## config.mk

```make
export PLATFORM = sky130hd
export DESIGN_NAME = roofline_classifier_flat
export DESIGN_NICKNAME = d
export VERILOG_FILES = /design/src/rtl/roofline_classifier_if.sv /design/src/rtl/roofline_classifier.sv /design/src/flat_wrapper.sv
export SDC_FILE = /design/constraint.sdc
export NUM_CORES = 1
export LEC_CHECK = 0
export CAP_MARGIN = 0
export CORE_MARGIN = 2
export CORE_UTILIZATION = 55
export CTS_CLUSTER_DIAMETER = 50
export DETAILED_ROUTE_END_ITERATION = 7
export PLACE_DENSITY = 0.84
export SETUP_SLACK_MARGIN = 0.1
export SLEW_MARGIN = 5
export SYNTH_ARGS = -nofsm -noshare
export SYNTH_HDL_FRONTEND = slang
export SYNTH_SLANG_ARGS = --single-unit
```

## constraint.sdc

```tcl
create_clock -name clk -period 8 [get_ports clk]
set_clock_uncertainty 0.05 [all_clocks]
set_input_delay 1.2 -clock clk [delete_from_list [all_inputs] [get_ports clk]]
set_output_delay 1.2 -clock clk [all_outputs]
set_load 0.02 [all_outputs]
```

## src/rtl/roofline_classifier_if.sv

```systemverilog
// Sample input stream and classification-change event channel of roofline_classifier.
interface roofline_classifier_if;
    logic        in_valid;
    logic [31:0] intensity_q;
    logic        evt_valid;
    logic        evt_ready;
    logic [1:0]  evt_state;
    logic [31:0] evt_filt_q;

    modport master (
        output in_valid, intensity_q, evt_ready,
        input  evt_valid, evt_state, evt_filt_q
    );

    modport slave (
        input  in_valid, intensity_q, evt_ready,
        output evt_valid, evt_state, evt_filt_q
    );
endinterface

```

## src/rtl/roofline_classifier.sv

```systemverilog
// EMA-smoothed arithmetic intensity classified as memory- or compute-bound with
// hysteresis and dwell; each classification change is posted as a one-deep event.
module roofline_classifier #(
    parameter logic [31:0] RIDGE_Q     = 32'h000A_0000,
    parameter logic [31:0] HYST_Q      = 32'h0001_0000,
    parameter int unsigned ALPHA_SHIFT = 2,
    parameter int unsigned DWELL       = 4
) (
    input  logic                        clk,
    input  logic                        rst,
    input  logic                        clear,
    roofline_classifier_if.slave        bus,
    output logic [31:0]                 filt_q,
    output logic [1:0]                  bound_state,
    output logic [15:0]                 drop_cnt
);

    localparam logic [31:0] HI_Q    = RIDGE_Q + HYST_Q;
    localparam logic [31:0] LO_Q    = RIDGE_Q - HYST_Q;
    localparam logic [7:0]  DWELL_W = 8'(DWELL);
    localparam logic [31:0] SAT_CODE = 32'hFFFF_FFFF;

    typedef enum logic [1:0] {
        ST_UNKNOWN = 2'd0,
        ST_MEM     = 2'd1,
        ST_COMPUTE = 2'd2
    } bound_e;

    bound_e      state_q, state_d;
    bound_e      prev_cand_q, prev_cand_d;
    bound_e      cand_c;
    logic [31:0] filt_r, filt_d;
    logic        seeded_q, seeded_d;
    logic [7:0]  dwell_q, dwell_d;
    logic        evt_valid_q, evt_valid_d;
    logic [1:0]  evt_state_q, evt_state_d;
    logic [31:0] evt_filt_q, evt_filt_d;
    logic [15:0] drop_q, drop_d;

    logic               accept_c;
    logic signed [32:0] diff_c;
    logic signed [32:0] step_c;
    logic [31:0]        filt_calc_c;

    // Filter update: the shifted difference keeps the result between filt and x.
    assign accept_c    = bus.in_valid && (bus.intensity_q != SAT_CODE) && !clear;
    assign diff_c      = $signed({1'b0, bus.intensity_q}) - $signed({1'b0, filt_r});
    assign step_c      = diff_c >>> ALPHA_SHIFT;
    assign filt_calc_c = seeded_q ? 32'($unsigned(step_c) + {1'b0, filt_r})
                                  : bus.intensity_q;

    always_ff @(posedge clk) begin
        if (rst) begin
            state_q     <= ST_UNKNOWN;
            prev_cand_q <= ST_UNKNOWN;
            filt_r      <= '0;
            seeded_q    <= 1'b0;
            dwell_q     <= '0;
            evt_valid_q <= 1'b0;
            evt_state_q <= '0;
            evt_filt_q  <= '0;
            drop_q      <= '0;
        end else begin
            state_q     <= state_d;
            prev_cand_q <= prev_cand_d;
            filt_r      <= filt_d;
            seeded_q    <= seeded_d;
            dwell_q     <= dwell_d;
            evt_valid_q <= evt_valid_d;
            evt_state_q <= evt_state_d;
            evt_filt_q  <= evt_filt_d;
            drop_q      <= drop_d;
        end
    end

    always_comb begin
        state_d     = state_q;
        prev_cand_d = prev_cand_q;
        filt_d      = filt_r;
        seeded_d    = seeded_q;
        dwell_d     = dwell_q;
        evt_valid_d = evt_valid_q;
        evt_state_d = evt_state_q;
        evt_filt_d  = evt_filt_q;
        drop_d      = drop_q;
        cand_c      = ST_UNKNOWN;

        if (evt_valid_q && bus.evt_ready) begin
            evt_valid_d = 1'b0;
        end

        if (clear) begin
            state_d     = ST_UNKNOWN;
            prev_cand_d = ST_UNKNOWN;
            filt_d      = '0;
            seeded_d    = 1'b0;
            dwell_d     = '0;
        end else if (accept_c) begin
            filt_d   = filt_calc_c;
            seeded_d = 1'b1;

            // ST_UNKNOWN doubles as "no candidate" inside the hysteresis band.
            if (state_q == ST_UNKNOWN) begin
                cand_c = (filt_calc_c >= RIDGE_Q) ? ST_COMPUTE : ST_MEM;
            end else if (filt_calc_c >= HI_Q) begin
                cand_c = ST_COMPUTE;
            end else if (filt_calc_c < LO_Q) begin
                cand_c = ST_MEM;
            end
            prev_cand_d = cand_c;

            if (cand_c == ST_UNKNOWN || cand_c == state_q) begin
                dwell_d = '0;
            end else if (cand_c != prev_cand_q) begin
                dwell_d = 8'd1;
            end else begin
                dwell_d = dwell_q + 8'd1;
            end

            if (dwell_d == DWELL_W) begin
                state_d     = cand_c;
                dwell_d     = '0;
                evt_valid_d = 1'b1;
                evt_state_d = cand_c;
                evt_filt_d  = filt_calc_c;
                if (evt_valid_q && !bus.evt_ready && drop_q != 16'hFFFF) begin
                    drop_d = drop_q + 16'd1;
                end
            end
        end
    end

    assign filt_q        = filt_r;
    assign bound_state   = state_q;
    assign drop_cnt      = drop_q;
    assign bus.evt_valid = evt_valid_q;
    assign bus.evt_state = evt_state_q;
    assign bus.evt_filt_q = evt_filt_q;

endmodule

```

## src/flat_wrapper.sv

```systemverilog
// flat-port wrapper written by rule: the top's interface ports become plain ports
module roofline_classifier_flat 
#(
    parameter logic [31:0] RIDGE_Q     = 32'h000A_0000,
    parameter logic [31:0] HYST_Q      = 32'h0001_0000,
    parameter int unsigned ALPHA_SHIFT = 2,
    parameter int unsigned DWELL       = 4
)
  (clk, rst, clear, filt_q, bound_state, drop_cnt, bus_in_valid, bus_intensity_q, bus_evt_ready, bus_evt_valid, bus_evt_state, bus_evt_filt_q);
  roofline_classifier_if bus_i ();
  input  logic clk;
  input  logic rst;
  input  logic clear;
  output logic [31:0] filt_q;
  output logic [1:0] bound_state;
  output logic [15:0] drop_cnt;
  input wire logic [$bits(bus_i.in_valid)-1:0] bus_in_valid;
  input wire logic [$bits(bus_i.intensity_q)-1:0] bus_intensity_q;
  input wire logic [$bits(bus_i.evt_ready)-1:0] bus_evt_ready;
  output wire logic [$bits(bus_i.evt_valid)-1:0] bus_evt_valid;
  output wire logic [$bits(bus_i.evt_state)-1:0] bus_evt_state;
  output wire logic [$bits(bus_i.evt_filt_q)-1:0] bus_evt_filt_q;
  assign bus_i.in_valid = bus_in_valid;
  assign bus_i.intensity_q = bus_intensity_q;
  assign bus_i.evt_ready = bus_evt_ready;
  assign bus_evt_valid = bus_i.evt_valid;
  assign bus_evt_state = bus_i.evt_state;
  assign bus_evt_filt_q = bus_i.evt_filt_q;
  roofline_classifier #(.RIDGE_Q(RIDGE_Q), .HYST_Q(HYST_Q), .ALPHA_SHIFT(ALPHA_SHIFT), .DWELL(DWELL)) u_core (.clk(clk), .rst(rst), .clear(clear), .bus(bus_i), .filt_q(filt_q), .bound_state(bound_state), .drop_cnt(drop_cnt));
endmodule
```

* Yosys cells after proc, flatten, opt, wreduce, memory -nomap -nowiden
Cells that the tools add are included.
Word-level totals: latch bits 0, word-level logic and storage cells 52, RAM bits 0, output and inout port bits 85, input port bits 37, memories 0, memory bits (read-only) 0, register bits 96
Cells by class: bitwise logic cells 1, reduce and logical (&&, ||, !) cells 14, equality and inequality tests 5, add/sub/neg operators 4, multipliers 0, shift-type cells 0, muxes and demuxes 16, div/mod/pow operators 0, magnitude comparators 3
Operators by type and width (number):
- 32-bit by 20-bit >= comparator with 1-bit output (second input constant) | 2
- 8-bit two-way mux | 5
- 32-bit by 32-bit subtractor with 33-bit output | 1
- 32-bit adder | 1
- 32-bit by 20-bit less-than comparator with 1-bit output (second input constant) | 1
- 32-bit two-way mux | 1
- 32-bit inequality test (second input constant) | 1
- 16-bit by 1-bit adder with 16-bit output (second input constant) | 1
- 16-bit inequality test (second input constant) | 1
- 2-bit two-way mux | 5
- 8-bit by 1-bit adder with 8-bit output (second input constant) | 1
- 8-bit by 3-bit equality test with 1-bit output (second input constant) | 1
- 1-bit logical AND | 5
- 1-bit two-way mux | 5
- 2-bit zero test | 2
- 4-bit AND reduction | 1
- 3-bit AND reduction | 1
- 2-bit equality test | 1
- 1-bit zero test | 2
- 2-bit inequality test | 1
- 2-bit AND reduction | 1
- 2-bit OR reduction | 1
- 1-bit logical OR | 1
- 1-bit NOT | 1

* Depth between registers and ports, before layout
Gate-level depths: netlist of run 1.
word-level depth 18, depth in mapped cells 33, depth with buffers taken out 29

* Worst setup path after synthesis of run 1
OpenSTA, ideal clock, no wires.
kind input-to-reg, start point input port bus_intensity_q[5], end point register u_core.drop_q[14], in the netlist u_core.drop_cnt[14], arrival 7.381 ns, library setup time 0.070 ns, setup slack 0.499 ns, required time 7.880 ns, buffers on the path 2, stages 30, path through ha_1 > a21o_1 > a21o_1 > or4_1 > a21o_1 > o211ai_1 > a21boi_0 > o21a_1 > nor2_1 > o21ai_0 > nand3_1 > nand2_1 > a21oi_1 > xnor2_1 > ha_1 > buf_2 > nand2_1 > o211a_1 > nor3_1 > nor3_1 > a221o_1 > a211oi_2 > o2111ai_1 > or4_4 > nor4_1 > o32ai_1 > or2_1 > buf_2 > or4_1 > a21oi_1
On the way: cells in the longest elaborated chain, start to end 16, elaborated cells on any way between the ends 25, those cells by class add/sub (2); order compare (3); eq/ne (4); mux (11); reduce/logical (5)
Ends and longest elaborated chain:
- start: declaration | line flat_wrapper.sv:18 | input wire logic [$bits(bus_i.intensity_q)-1:0] bus_intensity_q;
- 32-bit by 32-bit subtractor with 33-bit output | line roofline_classifier.sv:47 | assign diff_c = $signed({1'b0, bus.intensity_q}) - $signed({1'b0, filt_r});
- 32-bit adder | line roofline_classifier.sv:49 | assign filt_calc_c = seeded_q ? 32'($unsigned(step_c) + {1'b0, filt_r})
- 32-bit two-way mux | line roofline_classifier.sv:49
- 32-bit by 20-bit less-than comparator with 1-bit output | line roofline_classifier.sv:107 | end else if (filt_calc_c < LO_Q) begin
- 1-bit two-way mux | line roofline_classifier.sv:107
- 2-bit two-way mux | line roofline_classifier.sv:105 | end else if (filt_calc_c >= HI_Q) begin
- 2-bit two-way mux | line roofline_classifier.sv:103 | if (state_q == ST_UNKNOWN) begin
- 2-bit two-way mux | line roofline_classifier.sv:98 | end else if (accept_c) begin
- 2-bit two-way mux | line roofline_classifier.sv:92 | if (clear) begin
- 2-bit inequality test, or another cell as far along | line roofline_classifier.sv:114 | end else if (cand_c != prev_cand_q) begin
- 8-bit two-way mux or 1-bit logical OR (tied branches) | line roofline_classifier.sv:114, roofline_classifier.sv:112
- 8-bit two-way mux | line roofline_classifier.sv:112 | if (cand_c == ST_UNKNOWN || cand_c == state_q) begin
- 8-bit two-way mux | line roofline_classifier.sv:98
- 8-bit two-way mux | line roofline_classifier.sv:92
- 8-bit by 3-bit equality test with 1-bit output | line roofline_classifier.sv:120 | if (dwell_d == DWELL_W) begin
- 4-bit AND reduction (no line) (*)
- end signal: assignment | line roofline_classifier.sv:72 | drop_q <= drop_d;
- end: declaration | line roofline_classifier.sv:38 | logic [15:0] drop_q, drop_d;
Mark *: on every way between the ends. The rest lies on a longest branch, timed or not. The select of a mux whose other input is x is not followed. A chain may end at the register's enable or synchronous reset.

* Worst setup path after layout of run 1
start point input port bus_intensity_q[8], end point register u_core.evt_filt_q[1], in the netlist u_core.bus.evt_filt_q[1]
On the way: cells in the longest elaborated chain, start to end 16, elaborated cells on any way between the ends 25, those cells by class add/sub (2); order compare (3); eq/ne (4); mux (11); reduce/logical (5)
Ends and longest elaborated chain:
- 32-bit by 32-bit subtractor with 33-bit output | line roofline_classifier.sv:47
- 32-bit adder | line roofline_classifier.sv:49
- 32-bit two-way mux | line roofline_classifier.sv:49
- 32-bit by 20-bit less-than comparator with 1-bit output | line roofline_classifier.sv:107
- 1-bit two-way mux | line roofline_classifier.sv:107
- 2-bit two-way mux | line roofline_classifier.sv:105
- 2-bit two-way mux | line roofline_classifier.sv:103
- 2-bit two-way mux | line roofline_classifier.sv:98
- 2-bit two-way mux | line roofline_classifier.sv:92
- 2-bit inequality test, or another cell as far along | line roofline_classifier.sv:114
- 8-bit two-way mux or 1-bit logical OR (tied branches) | line roofline_classifier.sv:114, roofline_classifier.sv:112
- 8-bit two-way mux | line roofline_classifier.sv:112
- 8-bit two-way mux | line roofline_classifier.sv:98
- 8-bit two-way mux | line roofline_classifier.sv:92
- 8-bit by 3-bit equality test with 1-bit output | line roofline_classifier.sv:120
- 3-bit AND reduction (no line) (*)
- end signal: assignment | line roofline_classifier.sv:71 | evt_filt_q <= evt_filt_d;
- end: declaration | line roofline_classifier.sv:37 | logic [31:0] evt_filt_q, evt_filt_d;
Marks and branches as above.

==> flow_summary.yaml, run 1 <==
sta:
  worstMarginPinSlew_ps: 1010
  slew_viol_final: 0
  setup_violations: 0
  period_share_pct: 95.0
  relSlewSlack_pct: 32.4
  rsz0062_at_grt: "no"
  setup_slack_ps: 398
  finalHoldViolCount: 0
  timing.fmax_mhz: 132
  fin_crit_ps: 7600
floorplan:
  die_x_um: 123
  core_area_um2: 13800
  die_area_um2: 15100
  num_rows: 43
  die_height_um: 123
  initial_core_util_pct: 56.2
  ioPinCount: 122
worst_setup_path:
  path_class: "input pin to flop"
  cp_data_arrival_time_ps: 7810
  regToRegStartpoint: "u_core.filt_q[8]"
  cp-start-kind: "input pin"
  rrSetupSlack_ps: 1200
  worstRegToRegCells: 32
  worstSetupEndpointType: "flop"
  crit_required_ps: 8210
  max_stage_delay_ps: 430
  cp_common_cell: "a21o_1"
  r2r_end: "u_core.bus.evt_filt_q[1]"
  critPathSlowestCell: "clkdlybuf4s50_1"
  cp_max_fo: 30
synth:
  synth_seq_area_share_pct: 24.7
  synth_fp_nets: 1128
  synthFlopType: "dfxtp_1"
  synthDistinctLibCells: 70
  synth_seq_cells: 96
  async_flop_share_pct: 0
  yosysWarnings: 0
  synth-edff-count: 0
  postSynthAreaPerCell_um2: 7.57
  synth_cells: 1026
  synth_area_um2: 7770
min_path:
  whs_endpoint: "u_core.bus.evt_state[0]"
  min_from: "u_core.bus.evt_state[0]"
  min_path_type: "flop to flop"
  min_path_cells: 2
finish:
  syn_to_final_growth_pct: 28.0
  fillers: 1083
  fin_nets: 1279
  drive_gt1_share_pct: 11.3
  n_antenna_cell: 0
pwr:
  vdd_drop_max_mv: 0.127
  power_w: 0.00152
  p_leak_nw: 3.85
  power.density_nw_per_um2: 153
global_route:
  grt_overflow: 0
  grt_pass1_vias: 7589
  antenna_found_initial: 0
  grt_max_degree: 72
  grt_pass1_wl_um: 36600
  grt_usage_pct: 30.5
drt:
  avgRoutedWirePerCell_um: 17.1
  drt_wl_total_um: 23300
  drtPass1Iterations: 5
  drc: 0
  drt_iter0_drc: 523
  final_antenna_net_count: 0
  avgViaCountPerCell: 6.03
  dr_total_vias: 8218
place:
  io_buffers: 121
  dp_slack_ps: -381
  dp_hpwl_um: 17600
  place_congestion: 0.950
clock_tree:
  cts.sinks: 96
  clkLatencyLatePin_ps: 360
  cts.path.max_buffers: 2
  htree_levels: 3
  cts_tree: "yes"
  ctsHoldBuffers: 0
  clk_root_buffer_cell: "clkbuf_16"
  cts_buffers: 9
  clk_pin_slew_ps: 70
status:
  outcome: "completed"
flow_run:
  max-cap-violations: 0
## through the flow
step	hold slack, ps	instances	utilization [%]	instance area, um^2	setup TNS, ps
6_report	431	1362	71.9	9940	0
2_1_floorplan	416	1026	-	7770	0
4_1_cts	432	1360	71.1	9830	0
5_1_grt	457	1362	71.9	9940	0
3_5_place_dp	417	1344	68.9	9520	-13770
3_3_place_gp	417	1344	68.9	9520	-2050
## what timing repair did
| item | in CTS | in global routing |
|---|---|---|
| resized for setup | 4 | 16 |
| pin swaps | 0 | 5 |
| hold endpoints to repair | 0 | 0 |
| setup buffers | 0 | 2 |
| setup endpoints to repair | 30 | 59 |
## cells in the mapped netlist (7+ instances only)
library cell | n | area (um^2)
buf_1 | 7 | 26.3
xnor2_1 | 26 | 228
dfxtp_1 | 96 | 1920
nand2b_1 | 9 | 56.3
nand4_1 | 32 | 200
a21o_1 | 21 | 158
mux2i_1 | 26 | 260
a21oi_1 | 81 | 405
a31oi_1 | 7 | 43.8
clkbuf_1 | 27 | 101
nor2_1 | 158 | 593
xor2_1 | 21 | 184
o21a_1 | 19 | 143
inv_1 | 43 | 161
nand3_1 | 29 | 145
mux2_2 | 9 | 101
o21ai_0 | 36 | 180
nor4_1 | 10 | 62.6
buf_2 | 18 | 90.1
a211oi_1 | 55 | 413
nor2b_1 | 24 | 150
and3_1 | 18 | 113
nor3_1 | 27 | 135
ha_1 | 64 | 801
nand2_1 | 60 | 225
or3_1 | 8 | 50.1
## critical path: cells and delay by family
| family | cells | cell delay (ps) |
|---|---|---|
| AO/OA/AOI/OAI | 16 | 3270 |
| AND/OR/NAND/NOR | 8 | 1440 |
| buffers and inverters | 5 | 1180 |
| adder cells (fa/ha/maj) | 2 | 580 |
| XOR/XNOR | 1 | 140 |
## area by class of cell
type                    instances  area [um^2]  share of cell area, %
inverters                      43          161                   1.62
clock buffers                  10          239                   2.40
flip-flops and latches         96         1920                   19.4
multi-input cells             833         5570                   56.0
repair buffers                194         1770                   17.8
clock inverters                 6         56.3                  0.567
well taps                     180          225                   2.27
## kinds of logic after synthesis
family                   count (synthesis)  share of synthesized area (%)
XOR/XNOR                                47                           5.30
AO/OA/AOI/OAI                          285                           24.8
buffers and inverters                   97                           5.07
flip-flops                              96                           24.7
AND/OR/NAND/NOR                        401                           24.9
multiplexers                            35                           4.66
adder cells (fa/ha/maj)                 65                           10.6
## worst max path at each step
stage	slack, ps	cells past startpoint	startpoint	endpoint
floorplan	500	30	bus_intensity_q[5]	u_core.drop_cnt[14]
global placement	-160	27	bus_intensity_q[7]	u_core.drop_cnt[14]
detailed placement	-380	30	bus_intensity_q[8]	u_core.drop_cnt[10]
CTS	110	32	bus_intensity_q[8]	u_core.bus.evt_filt_q[1]
global route	60	32	bus_intensity_q[8]	u_core.bus.evt_filt_q[1]
finish	400	32	bus_intensity_q[8]	u_core.bus.evt_filt_q[1]
## power by group
group | switching (W) | internal (W)
clock | 0.000219 | 0.000228
sequential | 0.00000951 | 0.000486
combinational | 0.000333 | 0.000247
## metal layers
metal  wire [um]  share of wire [%]  track usage (%)  up-vias
li1            -                  -                -     4056
met1       10100                 43             38.5     3811
met2       11000                 47             52.3      296
met3        1500                6.4             5.16       55
met4         735                3.2             10.8        0
met5           0                  0                0        -
## registers in the layout (all words and copies together) (netlist names)
signal,count
u_core.bus.evt_filt_q,32
u_core.filt_q,32
u_core.drop_cnt,16
u_core.dwell_q,8
u_core.bound_state,2
u_core.bus.evt_state,2
u_core.prev_cand_q,2
u_core.bus.evt_valid,1
u_core.seeded_q,1
## cell usage in the layout (no fill, tap or decap), drive strengths merged, types with 3 or more instances in the layout
| master | count |
|---|---|
| nand3 | 29 |
| buf | 74 |
| nand3b | 3 |
| clkbuf | 10 |
| o211a | 4 |
| nand2 | 60 |
| dfxtp | 96 |
| o211ai | 6 |
| and3 | 18 |
| a22oi | 6 |
| mux2i | 26 |
| o21a | 19 |
| or2 | 6 |
| a211oi | 57 |
| nor2b | 24 |
| o21bai | 5 |
| a21o | 21 |
| or3 | 8 |
| mux2 | 9 |
| nor4 | 11 |
| a21oi | 83 |
| o31ai | 5 |
| a31oi | 7 |
| a2111oi | 3 |
| nand2b | 9 |
| ha | 64 |
| nand4 | 32 |
| a211o | 5 |
| nor2 | 159 |
| a21boi | 3 |
| and2 | 5 |
| or4 | 4 |
| clkdlybuf4s50 | 120 |
| inv | 48 |
| nor3 | 27 |
| xor2 | 21 |
| o21ai | 42 |
| xnor2 | 26 |
(Power assumes the default switching activity.)
==> inputs of run 2 (changes only) <==
--- a/config.mk
+++ b/config.mk
@@ -16,3 +16,4 @@
 export SYNTH_ARGS = -nofsm -noshare
 export SYNTH_HDL_FRONTEND = slang
 export SYNTH_SLANG_ARGS = --single-unit
+export TNS_END_PERCENT = 20
==> results of run 2 <==
No change in the layout: final DEF, timing and power equal those of run 1.
==> inputs of run 3 (changes only) <==
--- a/config.mk
+++ b/config.mk
@@ -7,10 +7,10 @@
 export LEC_CHECK = 0
 export CAP_MARGIN = 0
 export CORE_MARGIN = 2
-export CORE_UTILIZATION = 55
+export CORE_UTILIZATION = 32
 export CTS_CLUSTER_DIAMETER = 50
 export DETAILED_ROUTE_END_ITERATION = 7
-export PLACE_DENSITY = 0.84
+export PLACE_DENSITY = 0.55
 export SETUP_SLACK_MARGIN = 0.1
 export SLEW_MARGIN = 5
 export SYNTH_ARGS = -nofsm -noshare
==> run 3 against run 2 <==
Setup slack gained 3.2 ps. Final cell count increased by 12%. Sequential cell count unchanged. Sequential share of layout area decreased by 0.69 points. Critical path depth is 4 lower. Critical path type unchanged.
==> flow_summary.yaml, run 3 (synthesis results as in run 1) <==
status:
  outcome: "completed"
worst_setup_path:
  max_stage_delay_ps: 560
  regToRegStartpoint: "u_core.filt_q[7]"
  critical_path_depth: 28
  critPathSlowestCell: "or4_4"
  crit_family: "compound AO/OA/AOI/OAI gates"
  cp-startpoint: "bus_intensity_q[5]"
  cp-start-kind: "input pin"
  crit_end: "u_core.drop_cnt[14]"
  cp_common_cell: "a21o_1"
  worstSetupEndpointType: "flop"
  worstRegToRegCells: 28
  cp_data_arrival_time_ps: 7840
  path_class: "input pin to flop"
  crit_required_ps: 8240
  cp_num_buf_inv: 2
  cp_max_fo: 6
  rrSetupSlack_ps: 1220
  r2r_end: "u_core.drop_cnt[14]"
pwr:
  switching_power_w: 0.000565
  vdd_drop_max_mv: 0.0823
  power_w: 0.00156
  p_int_w: 0.000999
  p_sw_share_pct: 36.1
  combPwrFrac_pct: 38.9
  pwr-share-seq_pct: 31.7
  clkPwrFrac_pct: 29.4
  power.density_nw_per_um2: 152
  p_leak_nw: 3.96
place:
  place_congestion: 0.894
  dp_hpwl_um: 20000
  io_buffers: 121
floorplan:
  die_x_um: 160
  initial_core_util_pct: 32.2
  num_rows: 57
  die_height_um: 160
  core_area_um2: 24100
  ioPinCount: 122
  die_area_um2: 25500
finish:
  fillers: 2555
  mostFrequentLayoutCells: "nor2_1 (157), clkdlybuf4s50_1 (120), dfxtp_1 (95), buf_4 (89), a21oi_1 (78)"
  fin_nets: 1300
  syn_to_final_growth_pct: 32.7
  mostFrequentLayoutCell: "nor2_1"
  n_antenna_cell: 0
  drive_gt1_share_pct: 12.7
global_route:
  antenna_found_initial: 1
  grt_pass1_vias: 7681
  grt_usage_pct: 19.9
  grt_overflow: 0
  grt_pass1_wl_um: 40800
  grt_max_degree: 63
drt:
  avgViaCountPerCell: 5.24
  drc: 0
  drt_wl_total_um: 25700
  dr_total_vias: 8000
  avgRoutedWirePerCell_um: 16.8
  drt_iter0_drc: 405
  final_antenna_net_count: 0
  drtPass1Iterations: 5
sta:
  period_share_pct: 95.0
  worstMarginPinSlew_ps: 1080
  setup_violations: 0
  hold-worst-slack_ps: 412
  rsz0062_at_grt: "no"
  fin_crit_ps: 7600
  relSlewSlack_pct: 27.7
  finalHoldViolCount: 0
  slew_viol_final: 0
  timing.fmax_mhz: 132
clock_tree:
  cts_tree: "yes"
  cts.path.max_buffers: 2
  cts.sinks: 96
  clk_pin_slew_ps: 80
  htree_levels: 3
  clkLatencyLatePin_ps: 360
  cts_buffers: 9
  ctsHoldBuffers: 0
  clk_root_buffer_cell: "clkbuf_16"
min_path:
  min_path_type: "flop to flop"
flow_run:
  max-cap-violations: 0
## run 3: per-layer routing
layer	track usage, %	vias to the layer above	share of wire, %
li1	-	4092	-
met1	26.2	3734	48
met2	33.4	148	46
met3	3.90	24	4.2
met4	4.79	2	1.6
met5	0	-	0.047
## run 3: power groups by stage
stage          clock (W)  combinational, W  sequential [W]
2_1_floorplan          0          0.000373        0.000513
6_report        0.000460          0.000609        0.000495
5_1_grt         0.000495          0.000669        0.000496
3_3_place_gp           0          0.000591        0.000507
4_1_cts         0.000475          0.000595        0.000495
3_5_place_dp           0          0.000591        0.000507
## run 3: worst min path at each step
stage | startpoint | endpoint | slack (ps) | cells after the start
finish | u_core.bus.evt_state[0] | u_core.bus.evt_state[0] | 410 | 2
CTS | u_core.bus.evt_state[0] | u_core.bus.evt_state[0] | 410 | 2
detailed placement | u_core.bus.evt_state[0] | u_core.bus.evt_state[0] | 400 | 2
global route | u_core.bus.evt_state[0] | u_core.bus.evt_state[0] | 440 | 2
floorplan | u_core.dwell_q[4] | u_core.dwell_q[4] | 420 | 1
global placement | u_core.bus.evt_state[0] | u_core.bus.evt_state[0] | 400 | 2
## run 3: area by class of cell
| type | count | area [um^2] | share of cell area, % |
|---|---|---|---|
| inverters | 43 | 161 | 1.57 |
| well taps | 324 | 405 | 3.93 |
| clock inverters | 6 | 66.3 | 0.644 |
| repair buffers | 214 | 1950 | 18.9 |
| clock buffers | 10 | 229 | 2.22 |
| multi-input cells | 834 | 5570 | 54.1 |
| flip-flops and latches | 96 | 1920 | 18.7 |
## run 3: worst register-to-register path, delay by kind of cell, from the launching register on
kind / cells / cell delay [ps]
AND/OR/NAND/NOR: 10 / 2720
flip-flops: 1 / 380
adder cells (fa/ha/maj): 2 / 640
XOR/XNOR: 1 / 140
AO/OA/AOI/OAI: 13 / 2550
buffers and inverters: 2 / 230
## run 3: what timing repair did
| item | 4_1_cts | 5_1_grt |
|---|---|---|
| cloned | 0 | 1 |
| gates resized for setup | 3 | 20 |
| endpoints found under the setup margin | 11 | 60 |
| buffers inserted | 0 | 2 |
| pin swaps | 0 | 10 |
## run 3: per-stage QoR
step           worst slack (ps)  TNS, ps  cells  cell area, um^2  util, %
6_report                    401        0   1527            10300     42.7
5_1_grt                    80.5        0   1527            10300     42.7
4_1_cts                     121        0   1524            10200     42.2
3_5_place_dp               -337    -9950   1508             9880     41.0
3_3_place_gp               -205    -3310   1508             9880     41.0
2_1_floorplan               499        0   1026             7770        -
